==> src/rtl/hilo_muldiv_ctrl.sv <==
// hilo_muldiv_ctrl: iterative 32-cycle mul/div sequencer that owns the HI/LO pair
// and arbitrates its write port against MTHI/MTLO from MEM/WB.
module hilo_muldiv_ctrl (
    input  logic        Clk,
    input  logic        Rst_n,
    input  logic        Start,
    input  logic [1:0]  Op,
    input  logic [31:0] OpA,
    input  logic [31:0] OpB,
    input  logic        IssueHiLo,
    input  logic        Flush,
    input  logic        HiWriteIn,
    input  logic        LoWriteIn,
    input  logic [31:0] HiWData,
    input  logic [31:0] LoWData,
    output logic [31:0] HiOut,
    output logic [31:0] LoOut,
    output logic        Busy,
    output logic        Stall,
    output logic        Done
);
    typedef enum logic [1:0] {IDLE, RUN, FIX} StateT;
    StateT state, nextState;
    logic [31:0] absA, absB, rawA, quo, rem, resHi, resLo, divSub;
    logic [63:0] acc, prod;
    logic [32:0] mulSum, divShift;
    logic [4:0]  count;
    logic        isDiv, negRes, negRem, divZero, commit, isSigned, divGe, accept;

    always_ff @(posedge Clk or negedge Rst_n)
        if (!Rst_n) state <= IDLE;
        else state <= nextState;

    always_comb
        nextState = Flush ? IDLE :
                    state == IDLE ? (Start ? RUN : IDLE) :
                    state == RUN ? (count == 5'd31 ? FIX : RUN) : IDLE;

    always_comb begin
        Busy = state != IDLE;
        Stall = Busy && IssueHiLo;
        commit = state == FIX && !Flush;
        accept = state == IDLE && Start && !Flush;
    end

    // Multiply keeps the partial product in acc; divide keeps {remainder, quotient}.
    always_comb begin
        isSigned = ~Op[0];
        mulSum = {1'b0, acc[63:32]} + {1'b0, absB[0] ? absA : 32'd0};
        divShift = {acc[63:32], absA[31]};
        divGe = divShift >= {1'b0, absB};
        divSub = divShift[31:0] - absB;
        prod = negRes ? -acc : acc;
        quo = negRes ? -acc[31:0] : acc[31:0];
        rem = negRem ? -acc[63:32] : acc[63:32];
        resHi = !isDiv ? prod[63:32] : divZero ? rawA : rem;
        resLo = !isDiv ? prod[31:0] : divZero ? 32'hFFFF_FFFF : quo;
    end

    always_ff @(posedge Clk or negedge Rst_n)
        if (!Rst_n) begin
            absA <= '0;
            absB <= '0;
            rawA <= '0;
            acc <= '0;
            count <= '0;
            isDiv <= 1'b0;
            negRes <= 1'b0;
            negRem <= 1'b0;
            divZero <= 1'b0;
            HiOut <= '0;
            LoOut <= '0;
            Done <= 1'b0;
        end else begin
            if (accept) begin
                absA <= (isSigned && OpA[31]) ? -OpA : OpA;
                absB <= (isSigned && OpB[31]) ? -OpB : OpB;
                rawA <= OpA;
                isDiv <= Op[1];
                negRes <= isSigned && (OpA[31] ^ OpB[31]);
                negRem <= isSigned && OpA[31];
                divZero <= OpB == 32'd0;
                acc <= '0;
                count <= '0;
            end else if (state == RUN) begin
                count <= count + 5'd1;
                if (isDiv) begin
                    acc <= {divGe ? divSub : divShift[31:0], acc[30:0], divGe};
                    absA <= {absA[30:0], 1'b0};
                end else begin
                    acc <= {mulSum, acc[31:1]};
                    absB <= {1'b0, absB[31:1]};
                end
            end
            HiOut <= commit ? resHi : HiWriteIn ? HiWData : HiOut;
            LoOut <= commit ? resLo : LoWriteIn ? LoWData : LoOut;
            Done <= commit;
        end
endmodule

==> config.mk <==
export PLATFORM = sky130hd
export DESIGN_NAME = hilo_muldiv_ctrl
export DESIGN_NICKNAME = d
export VERILOG_FILES = /design/src/rtl/hilo_muldiv_ctrl.sv
export SDC_FILE = /design/constraint.sdc
export NUM_CORES = 1
export LEC_CHECK = 0
export BUFFER_PORTS_ARGS = -buffer_cell sky130_fd_sc_hd__buf_2
export CAP_MARGIN = 20
export CORE_ASPECT_RATIO = 0.9
export CORE_MARGIN = 2
export CORE_UTILIZATION = 55
export DETAILED_ROUTE_END_ITERATION = 16
export GPL_TIMING_DRIVEN = 0
export PLACE_DENSITY = 0.76
export SLEW_MARGIN = 20
export SYNTH_ARGS = -nofsm -noshare
export SYNTH_HDL_FRONTEND = slang
export SYNTH_SLANG_ARGS = --single-unit
==> constraint.sdc <==
create_clock -name Clk -period 5.05 [get_ports Clk]
set_clock_uncertainty 0.2 [all_clocks]
set_input_delay 0.505 -clock Clk [delete_from_list [all_inputs] [get_ports Clk]]
set_output_delay 0.505 -clock Clk [all_outputs]
set_load 0.005 [all_outputs]
==> summary.txt, run 1 <==
Route
  • Vias/cell: 6.361
  • Initial DRC Count: 1932
  • Detailed Route WL: 66580 um
  • Post-route ant nets: 0
  • DRC: 0
  • Drt first pass iters: 6
  • Drt wl/cell: 22.95 um
  • DR vias: 18453

Synth
  • Syn Area/Cell: 8.105 um^2
  • Sequential element share of the synthesized area: 32.76%
  • Yosys warnings: 0
  • Share of the synthesized area in the top cell type: 32.76%
  • Synth Register Bits: 236
  • Mapped cell area: 0.01803 mm^2
  • Synth area leaders: dfrtp_1, nand2_1, xor2_1, a21oi_1, ha_1
  • Synth unique cells: 78
  • Fraction of registers with async set/reset: 100.0%
  • Top FF cell, synth: dfrtp_1
  • Number of enable flip-flop cells after synthesis: 0
  • Largest area contributor in the netlist: dfrtp_1
  • Syn nets: 2434
  • Cell count after synthesis: 2224

Global route
  • Antenna violations before repair: 0
  • First-pass GRT wire length: 101300 um
  • Number of global-route vias before repair: 17743
  • Largest net degree at the start of global routing: 98
  • Total GRT Usage: 38.04%
  • Met3 Usage GRT: 9.197%
  • Met1 usage: 52.82%
  • GRT Max-Usage Layer: met2
  • GR Overflow Total: 0
  • Met2 GRT Util: 58.75%

CTS
  • Worst skew pair latency: 0.58 ns
  • Root Driver: clkbuf_16
  • CTS tree: yes
  • CTS buffer count: 27
  • CTS clk-pin slew, worst paths: 0.06 ns
  • Clk buf depth: 3
  • Sink Count: 236
  • Number of H-tree branching levels: 1

Placed design
  • # port buffers: 201
  • Dpl cells: 2843
  • DP HPWL: 50810 um
  • Final Wtd Congestion: 0.9873
  • Placed Area: 0.01962 mm^2

Cells and area
  • Layout cell share with drive strength beyond 1: 11.31%
  • Commonest cells after routing, fill and taps aside: nand2_1, dfrtp_1, buf_2, a21oi_1, nor2_1
  • Commonest non-fill, non-tap cell in the layout: nand2_1
  • Nets: 2678
  • Post-layout util: 64.33%
  • Non-filler cells, final: 2901
  • Fillers: 2848
  • Antenna cells: 0
  • Finished Cell Area: 0.02066 mm^2
  • Synthesis-to-layout area growth: 14.62%

Pwr
  • Power Density: 543.0 mW/mm^2
  • Final Power: 11.22 mW
  • Max IR drop VDD: 0.3381 mV
  • Leakage: 9.314 nW

Setup path
  • Setup crit start kind: flop
  • Critical path, cell by cell: ha_1, a21oi_1, a31oi_1, nor2_1, o221ai_1, a21oi_1, clkbuf_1, clkbuf_1, nand3_1, a31oi_1
  • Required @ worst endpoint: 5.35 ns
  • Worst Path Arrival: 5.18 ns
  • Worst-path fanout max: 10
  • Crit-path leading delay family: compound AO/OA/AOI/OAI gates
  • CP Class: flop to flop
  • Worst path bufs/invs: 2
  • Largest stage delay, worst path: 0.81 ns
  • CP endpoint kind: flop
  • Slowest cell on crit path: a21oi_1

Die
  • Ports: 204
  • Die ar.: 0.03424 mm^2
  • Rows: 62
  • Core ar.: 0.03212 mm^2
  • Die Wd: 194.8 um
  • Initial core utilization: 56.13%
  • Die Ht: 175.7 um

STA
  • Fin crit period: 4.877 ns
  • Final Max Tran Viols: 0
  • # setup viols final: 0
  • Crit share post-route: 96.58%
  • Slew @ Worst Pin: 1.061 ns
  • Fin. Hold Viols: 0
  • Setup TNS: 0 ns
  • FMAX: 205.0 MHz
  • RSZ-0062 raised after global routing: no
  • Max-slew headroom: 29.25%

Run
  • Max Cap Viol: 0

Run status
  • Outcome: complete, no violations

Hold path
  • Worst min-delay path category: input pin to flop
-- area by class of cell --
| cell class | instances | area, um^2 | share of cell area [%] |
|---|---|---|---|
| buffer | 167 | 649.4 | 3.143 |
| clock buffer | 34 | 721.9 | 3.494 |
| clock inverter | 12 | 206.4 | 0.9992 |
| inverter | 75 | 281.5 | 1.363 |
| multi-input combinational | 1746 | 11190 | 54.16 |
| sequential | 236 | 5906 | 28.58 |
| tap | 416 | 520.5 | 2.519 |
| timing repair buffer | 215 | 1186 | 5.741 |
-- report_power, final --
part           switching (mW)  leakage [nW]  total, mW  internal [mW]
Clock                   0.870         0.453       2.14           1.27
Combinational            3.81          5.98       6.14           2.34
Sequential              0.573          2.88       2.94           2.36
-- cell usage after synthesis, drive strengths merged, types with 57 or more instances --
master,n
mux2i,79
nand2,286
a211oi,69
inv,75
xnor2,85
o21ai,155
nor2,180
dfrtp,236
xor2,117
ha,71
a21oi,190
a21o,57
clkbuf,150
-- stage by stage --
| stage | worst slack, ns | hold slack (ns) |
|---|---|---|
| 6_report | 0.1729 | 0.01767 |
| 5_1_grt | 0.01445 | 0.02341 |
| 4_1_cts | 0.4424 | 0.001202 |
| 3_5_place_dp | 0.4708 | 0.2462 |
| 3_3_place_gp | -1.036 | 0.2576 |
| 2_1_floorplan | 1.325 | 0.009409 |
-- tightest hold or removal path, delay by kind of cell --
kind | cells | cell delay [ns]
AND/OR/NAND/NOR | 2 | 0.10
buffers and inverters | 1 | 0.14
-- state kept, by name (all words and copies together), names as in the netlist, 2 cells and up --
name,cells
acc,64
count,5
rawA,32
HiOut,32
state,2
absA,32
LoOut,32
absB,32
-- cell families after synthesis --
kind of cell | after synthesis | share of synthesized area [%]
simple gates | 696 | 17.82
compound gates | 692 | 24.65
buf+inv | 242 | 5.164
flops | 236 | 32.76
xor+xnor | 202 | 9.815
mux | 83 | 4.637
fa+ha+maj | 73 | 5.150
-- per-layer routing --
metal | vias to the layer above | routed length [um] | part of all wire (%)
met4 | 0 | 2215 | 3.3
met5 | - | 0 | 0
met1 | 8929 | 28770 | 43
li1 | 8420 | - | -
met2 | 946 | 29010 | 44
met3 | 158 | 6594 | 9.9
-- final timing paths --
kind / from / end / slack (ns) / cells after the start
max in group asynchronous: Rst_n / HiOut[13] / 3.54 / 3
min: OpA[13] / rawA[13] / 0.02 / 3
max: acc[35] / acc[49] / 0.17 / 10
max reg2reg: acc[35] / acc[49] / 0.17 / 10
min in group asynchronous: Rst_n / absB[26] / 0.23 / 2
min reg2reg: LoOut[31] / LoOut[31] / 0.28 / 1
-- what timing repair did --
| item | in CTS | in global routing |
|---|---|---|
| hold buffers | 11 | 0 |
| resized for setup | 0 | 0 |
| endpoints found under the hold margin | 58 | 0 |
| buffers inserted | 0 | 0 |
(Power assumes the default switching activity.)
==> inputs of run 2 (changes only) <==
- BUFFER_PORTS_ARGS: -buffer_cell sky130_fd_sc_hd__buf_2 -> not set
- CTS_BUF_LIST: not set -> sky130_fd_sc_hd__clkbuf_16
- DONT_BUFFER_PORTS: not set -> 1
- PLACE_DENSITY: 0.76 -> 0.8
==> summary.txt, run 2 (synthesized netlist as in run 1, its figures left out) <==
STA
  • Hold WS: -0.5653 ns (was 0.01767 ns)
  • # setup viols final: 0 (unchanged)
  • Slew @ Worst Pin: 1.095 ns (was 1.061 ns)
  • Fin crit period: 4.688 ns (was 4.877 ns)
  • Max-slew headroom: 26.99% (was 29.25%)
  • Final Max Tran Viols: 0 (unchanged)
  • FMAX: 213.3 MHz (was 205.0 MHz)
  • Setup TNS: 0 ns (unchanged)
  • Crit share post-route: 92.84% (was 96.58%)
  • Fin. Hold Viols: 237 (was 0)
  • RSZ-0062 raised after global routing: no (unchanged)

Placed design
  • DP HPWL: 48090 um (was 50810 um)
  • Final Wtd Congestion: 0.9733 (was 0.9873)
  • Dpl cells: 2640 (was 2843)
  • # port buffers: 0 (was 201)

Run status
  • Failing checks: hold timing
  • Outcome: complete, but fails checks (was complete, no violations)

Setup path
  • Slowest cell on crit path: a21oi_1 (unchanged)
  • Worst path bufs/invs: 2 (unchanged)
  • Crit-path leading delay family: compound AO/OA/AOI/OAI gates (unchanged)
  • Required @ worst endpoint: 5.33 ns (was 5.35 ns)
  • Worst Path Arrival: 4.97 ns (was 5.18 ns)
  • CP endpoint kind: flop (unchanged)
  • Largest stage delay, worst path: 0.78 ns (was 0.81 ns)
  • Critical path, cell by cell: ha_1, a21oi_1, a31oi_1, nor2_1, o221ai_1, a21oi_1, clkbuf_1, clkbuf_1, nand3_1, a31oi_1 (unchanged)
  • CP Class: flop to flop (unchanged)
  • Setup crit start kind: flop (unchanged)
  • Worst-path fanout max: 10 (unchanged)

Die
  • Core ar.: 0.03212 mm^2 (unchanged)
  • Rows: 62 (unchanged)
  • Ports: 204 (unchanged)
  • Die ar.: 0.03424 mm^2 (unchanged)
  • Initial core utilization: 56.13% (unchanged)
  • Die Ht: 175.7 um (unchanged)
  • Die Wd: 194.8 um (unchanged)

Cells and area
  • Nets: 2541 (was 2678)
  • Layout cell share with drive strength beyond 1: 3.316% (was 11.31%)
  • Fillers: 2821 (was 2848)
  • Synthesis-to-layout area growth: 12.20% (was 14.62%)
  • Register area: 0.005906 mm^2 (unchanged)
  • Commonest non-fill, non-tap cell in the layout: nand2_1 (unchanged)
  • Footprint of the multi-input gates: 0.01120 mm^2 (was 0.01119 mm^2)
  • Most flops, register: acc (unchanged)
  • Non-filler cells, final: 2768 (was 2901)
  • Max reg flops: 64 (unchanged)
  • Antenna cells: 0 (unchanged)
  • Commonest cells after routing, fill and taps aside: nand2_1, dfrtp_1, a21oi_1, nor2_1, clkbuf_1 (was nand2_1, dfrtp_1, buf_2, a21oi_1, nor2_1)

Global route
  • GRT Max-Usage Layer: met2 (unchanged)
  • GR Overflow Total: 0 (unchanged)
  • Met1 usage: 51.99% (was 52.82%)
  • Antenna violations before repair: 1 (was 0)
  • First-pass GRT wire length: 100200 um (was 101300 um)
  • Met3 Usage GRT: 7.796% (was 9.197%)
  • Total GRT Usage: 37.66% (was 38.04%)
  • Largest net degree at the start of global routing: 237 (was 98)
  • Met2 GRT Util: 58.33% (was 58.75%)
  • Number of global-route vias before repair: 17494 (was 17743)

Route
  • DR vias: 18248 (was 18453)
  • Vias/cell: 6.592 (was 6.361)
  • Detailed Route WL: 66050 um (was 66580 um)
  • DRC: 0 (unchanged)
  • Drt wl/cell: 23.86 um (was 22.95 um)
  • Post-route ant nets: 0 (unchanged)
  • Initial DRC Count: 2094 (was 1932)
  • Drt first pass iters: 7 (was 6)

Pwr
  • Max IR drop VDD: 0.3358 mV (was 0.3381 mV)
  • Leakage: 8.756 nW (was 9.314 nW)
  • Power Density: 543.4 mW/mm^2 (was 543.0 mW/mm^2)

CTS
  • CTS clk-pin slew, worst paths: 0.06 ns (about the same)
  • Number of H-tree branching levels: 1 (unchanged)
  • Post-CTS Setup Bufs: 0 (unchanged)
  • # resized after CTS: 0 (unchanged)
  • CTS buffer count: 27 (unchanged)
  • Root Driver: clkbuf_16 (unchanged)
  • Hold_buf cts: 78 (was 11)
  • Worst skew pair latency: 0.58 ns (about the same)
  • CTS tree: yes (unchanged)
  • Sink Count: 236 (unchanged)
  • Clk buf depth: 3 (unchanged)

Run
  • Max Cap Viol: 0 (unchanged)

Hold path
  • Worst min-delay path category: input pin to asynchronous set/reset pin (was input pin to flop)
-- run 2: cell count changes in the layout (fill, tap and decap cells not counted), sizes merged --
| cell | before | now |
|---|---|---|
| clkbuf | 185 | 177 |
| inv | 76 | 82 |
| clkinvlp | 1 | 2 |
| dlygate4sd3 | 11 | 78 |
| bufinv | 5 | 4 |
| buf | 220 | 17 |
| clkinv | 5 | 10 |
-- run 2: layer usage --
| metal | wire length, um | vias up |
|---|---|---|
| met2 | 28810 | 1119 |
| met1 | 27290 | 8794 |
| met4 | 2703 | 2 |
| met5 | 12 | - |
| met3 | 7238 | 175 |
| li1 | - | 8158 |
-- run 2: path summary, 6_finish.rpt --
| check | from | end | slack [ns] | depth (start not counted) |
|---|---|---|---|---|
| max | acc[35] | acc[49] | 0.36 | 10 |
| min | Rst_n | absB[26] | -0.57 | 0 |
| max reg2reg | acc[35] | acc[49] | 0.36 | 10 |
| min reg2reg | rawA[8] | rawA[8] | 0.28 | 2 |
| max in group asynchronous | Rst_n | LoOut[9] | 4.75 | 0 |
| min in group Clk | OpB[10] | absB[10] | -0.01 | 2 |
-- run 2: area by class of cell --
cell class,instances,area share [%]
multi-input combinational,1746,55.35
tap,416,2.573
clock inverter,23,1.070
timing repair buffer,78,3.860
sequential,236,29.20
clock buffer,27,3.341
buffer,167,3.211
inverter,75,1.392
-- run 2: report_power, final --
part	total, mW	leakage, nW	internal (mW)	switching, mW
clock network	2.05	0.455	1.18	0.871
registers	2.96	2.88	2.36	0.595
logic	5.98	5.42	2.30	3.69
total	11.0	8.76	5.84	5.15
-- run 2: metrics by stage --
stage | hold slack (ns) | util, % | power [mW] | cell area, um^2 | worst slack (ns)
detailed placement | 0.01900 | 57.75 | 8.677 | 18550 | 0.6363
global route | -0.5739 | 62.98 | 11.63 | 20230 | 0.2305
CTS | -0.5693 | 62.96 | 10.80 | 20220 | 0.6064
global placement | 0.01805 | 57.75 | 8.561 | 18550 | 0.7098
finish | -0.5653 | 62.98 | 10.99 | 20230 | 0.3618
floorplan | 0.009409 | - | 7.106 | 18030 | 1.325
==> inputs of run 3 (changes only) <==
- CAP_MARGIN: 20 -> 25
- CORE_ASPECT_RATIO: 0.9 -> 0.7
- CORE_UTILIZATION: 55 -> 30
- PLACE_DENSITY: 0.8 -> 0.54
==> summary.txt, run 3 (synthesized netlist as in run 1, its figures left out) <==
Run status
  • Outcome: complete, but fails checks (unchanged)
  • Failing checks: hold timing (unchanged)

Pwr
  • Leakage: 8.875 nW (was 8.756 nW)
  • Power Density: 536.4 mW/mm^2 (was 543.4 mW/mm^2)
  • Max IR drop VDD: 0.2984 mV (was 0.3358 mV)
  • Final Power: 11.30 mW (was 10.99 mW)

Cells and area
  • Fillers: 6258 (was 2821)
  • Post-layout util: 35.29% (was 62.98%)
  • Synthesis-to-layout area growth: 16.82% (was 12.20%)
  • Commonest non-fill, non-tap cell in the layout: nand2_1 (unchanged)
  • Commonest cells after routing, fill and taps aside: nand2_1, dfrtp_1, a21oi_1, nor2_1, clkbuf_1 (unchanged)
  • Layout cell share with drive strength beyond 1: 3.697% (was 3.316%)
  • Nets: 2569 (was 2541)
  • Register area: 0.005906 mm^2 (unchanged)
  • Footprint of the multi-input gates: 0.01119 mm^2 (was 0.01120 mm^2)
  • Most flops, register: acc (unchanged)
  • Max reg flops: 64 (unchanged)

Global route
  • GR Overflow Total: 0 (unchanged)
  • Number of global-route vias before repair: 17069 (was 17494)
  • Largest net degree at the start of global routing: 237 (unchanged)
  • Total GRT Usage: 23.67% (was 37.66%)
  • First-pass GRT wire length: 111800 um (was 100200 um)
  • Antenna violations before repair: 6 (was 1)

Setup path
  • CP endpoint kind: flop (unchanged)
  • Worst path bufs/invs: 3 (was 2)
  • Largest stage delay, worst path: 0.58 ns (was 0.78 ns)
  • CP Class: flop to flop (unchanged)
  • Required @ worst endpoint: 5.34 ns (was 5.33 ns)
  • Worst Path Arrival: 4.99 ns (was 4.97 ns)
  • Slowest cell on crit path: a21oi_2 (was a21oi_1)
  • Crit-path leading delay family: compound AO/OA/AOI/OAI gates (unchanged)
  • Worst-path fanout max: 10 (unchanged)
  • Top cell by count, worst path: clkbuf_1
  • Critical path, cell by cell: inv_1, ha_1, nor2b_1, o2111ai_1, a31oi_1, nor2_1, o221ai_1, a21oi_2, clkbuf_1, clkbuf_1, a32oi_1, o211ai_1 (was ha_1, a21oi_1, a31oi_1, nor2_1, o221ai_1, a21oi_1, clkbuf_1, clkbuf_1, nand3_1, a31oi_1)
  • Setup crit start kind: flop (unchanged)

CTS
  • Number of H-tree branching levels: 1 (unchanged)
  • Clk buf depth: 3 (unchanged)
  • CTS buffer count: 28 (was 27)
  • Hold_buf cts: 102 (was 78)
  • CTS tree: yes (unchanged)
  • CTS clk-pin slew, worst paths: 0.07 ns (was 0.06 ns)
  • Sink Count: 236 (unchanged)
  • Worst skew pair latency: 0.60 ns (was 0.58 ns)
  • Root Driver: clkbuf_16 (unchanged)

Route
  • Drt wl/cell: 23.84 um (was 23.86 um)
  • Post-route ant nets: 0 (unchanged)
  • DRC: 0 (unchanged)
  • Drt first pass iters: 5 (was 7)
  • DR vias: 18073 (was 18248)
  • Initial DRC Count: 2248 (was 2094)
  • Vias/cell: 5.657 (was 6.592)
  • Detailed Route WL: 76170 um (was 66050 um)

STA
  • RSZ-0062 raised after global routing: no (unchanged)
  • Hold WS: -0.5806 ns (was -0.5653 ns)
  • Final Max Tran Viols: 0 (unchanged)
  • Slew @ Worst Pin: 1.051 ns (was 1.095 ns)
  • Fin. Hold Viols: 236 (was 237)
  • # setup viols final: 0 (unchanged)
  • Crit share post-route: 93.00% (was 92.84%)
  • Setup TNS: 0 ns (unchanged)
  • Fin crit period: 4.697 ns (was 4.688 ns)
  • Max-slew headroom: 29.91% (was 26.99%)
  • FMAX: 212.9 MHz (was 213.3 MHz)

Die
  • Ports: 204 (unchanged)
  • Die Ht: 209.1 um (was 175.7 um)
  • Core ar.: 0.05968 mm^2 (was 0.03212 mm^2)
  • Initial core utilization: 30.20% (was 56.13%)
  • Rows: 75 (was 62)
  • Die Wd: 297.0 um (was 194.8 um)
  • Die ar.: 0.06209 mm^2 (was 0.03424 mm^2)

Placed design
  • Final Wtd Congestion: 0.9505 (was 0.9733)
  • # port buffers: 0 (unchanged)
  • DP HPWL: 57460 um (was 48090 um)

Hold path
  • Worst min-delay path category: input pin to asynchronous set/reset pin (unchanged)

Run
  • Max Cap Viol: 0 (unchanged)
==> run 3: cell count changes in the layout (fill, tap and decap cells not counted), moves of 2 or more <==
cell	change
inv_6	-2
clkinvlp_4	+6
dlygate4sd3_1	+24
clkinv_1	-4
diode_2	+7
==> run 3: path summary, 6_finish.rpt <==
check | start | to | slack [ns] | depth (start not counted)
min in group Clk | HiWData[24] | HiOut[24] | 0.01 | 2
max in group asynchronous | Rst_n | LoOut[28] | 4.73 | 0
worst min register to register | rawA[22] | rawA[22] | 0.28 | 2
worst min-delay path | Rst_n | absB[5] | -0.58 | 0
worst max-delay path | absA[31] | acc[62] | 0.35 | 12
worst max register to register | absA[31] | acc[62] | 0.35 | 12
==> run 3: final cells by class <==
class | count | area share [%]
Clock inverter | 23 | 1.165
Tap cell | 808 | 4.801
Inverter | 75 | 1.337
Timing Repair Buffer | 105 | 5.003
Buffer | 167 | 3.090
Multi-Input combinational cell | 1746 | 53.15
Clock buffer | 28 | 3.327
Antenna cell | 7 | 0.08318
Sequential cell | 236 | 28.04
==> run 3: per-layer routing <==
layer  global-route usage [%]  wire length (um)
met1                    36.25             36540
met2                    31.39             29280
met3                    8.630              9122
met4                    3.640              1137
met5                   0.9985                98
==> run 3: through the flow <==
stage | cells | worst slack (ns) | hold WS, ns | instance area [um^2]
after CTS | 3187 | 0.3346 | -0.6144 | 21030
after global placement | 3032 | 0.3895 | 0.03048 | 19040
after detailed placement | 3034 | 0.4009 | 0.03029 | 19060
final | 3195 | 0.3534 | -0.5806 | 21060
after floorplan | 2224 | 1.325 | 0.009409 | 18030
after global routing | 3194 | 0.1475 | -0.6001 | 21060
==> run 3: repair_timing <==
action	in CTS	in global routing
resized for setup	0	1
buffers inserted	0	0
hold endpoints to repair	368	236
endpoints found under the setup margin	0	8
==> run 3: power by group <==
group / internal (mW) / total, mW / switching [mW]
logic: 2.32 / 6.14 / 3.82
clock network: 1.22 / 2.17 / 0.953
registers: 2.36 / 2.99 / 0.623
total: 5.90 / 11.3 / 5.40
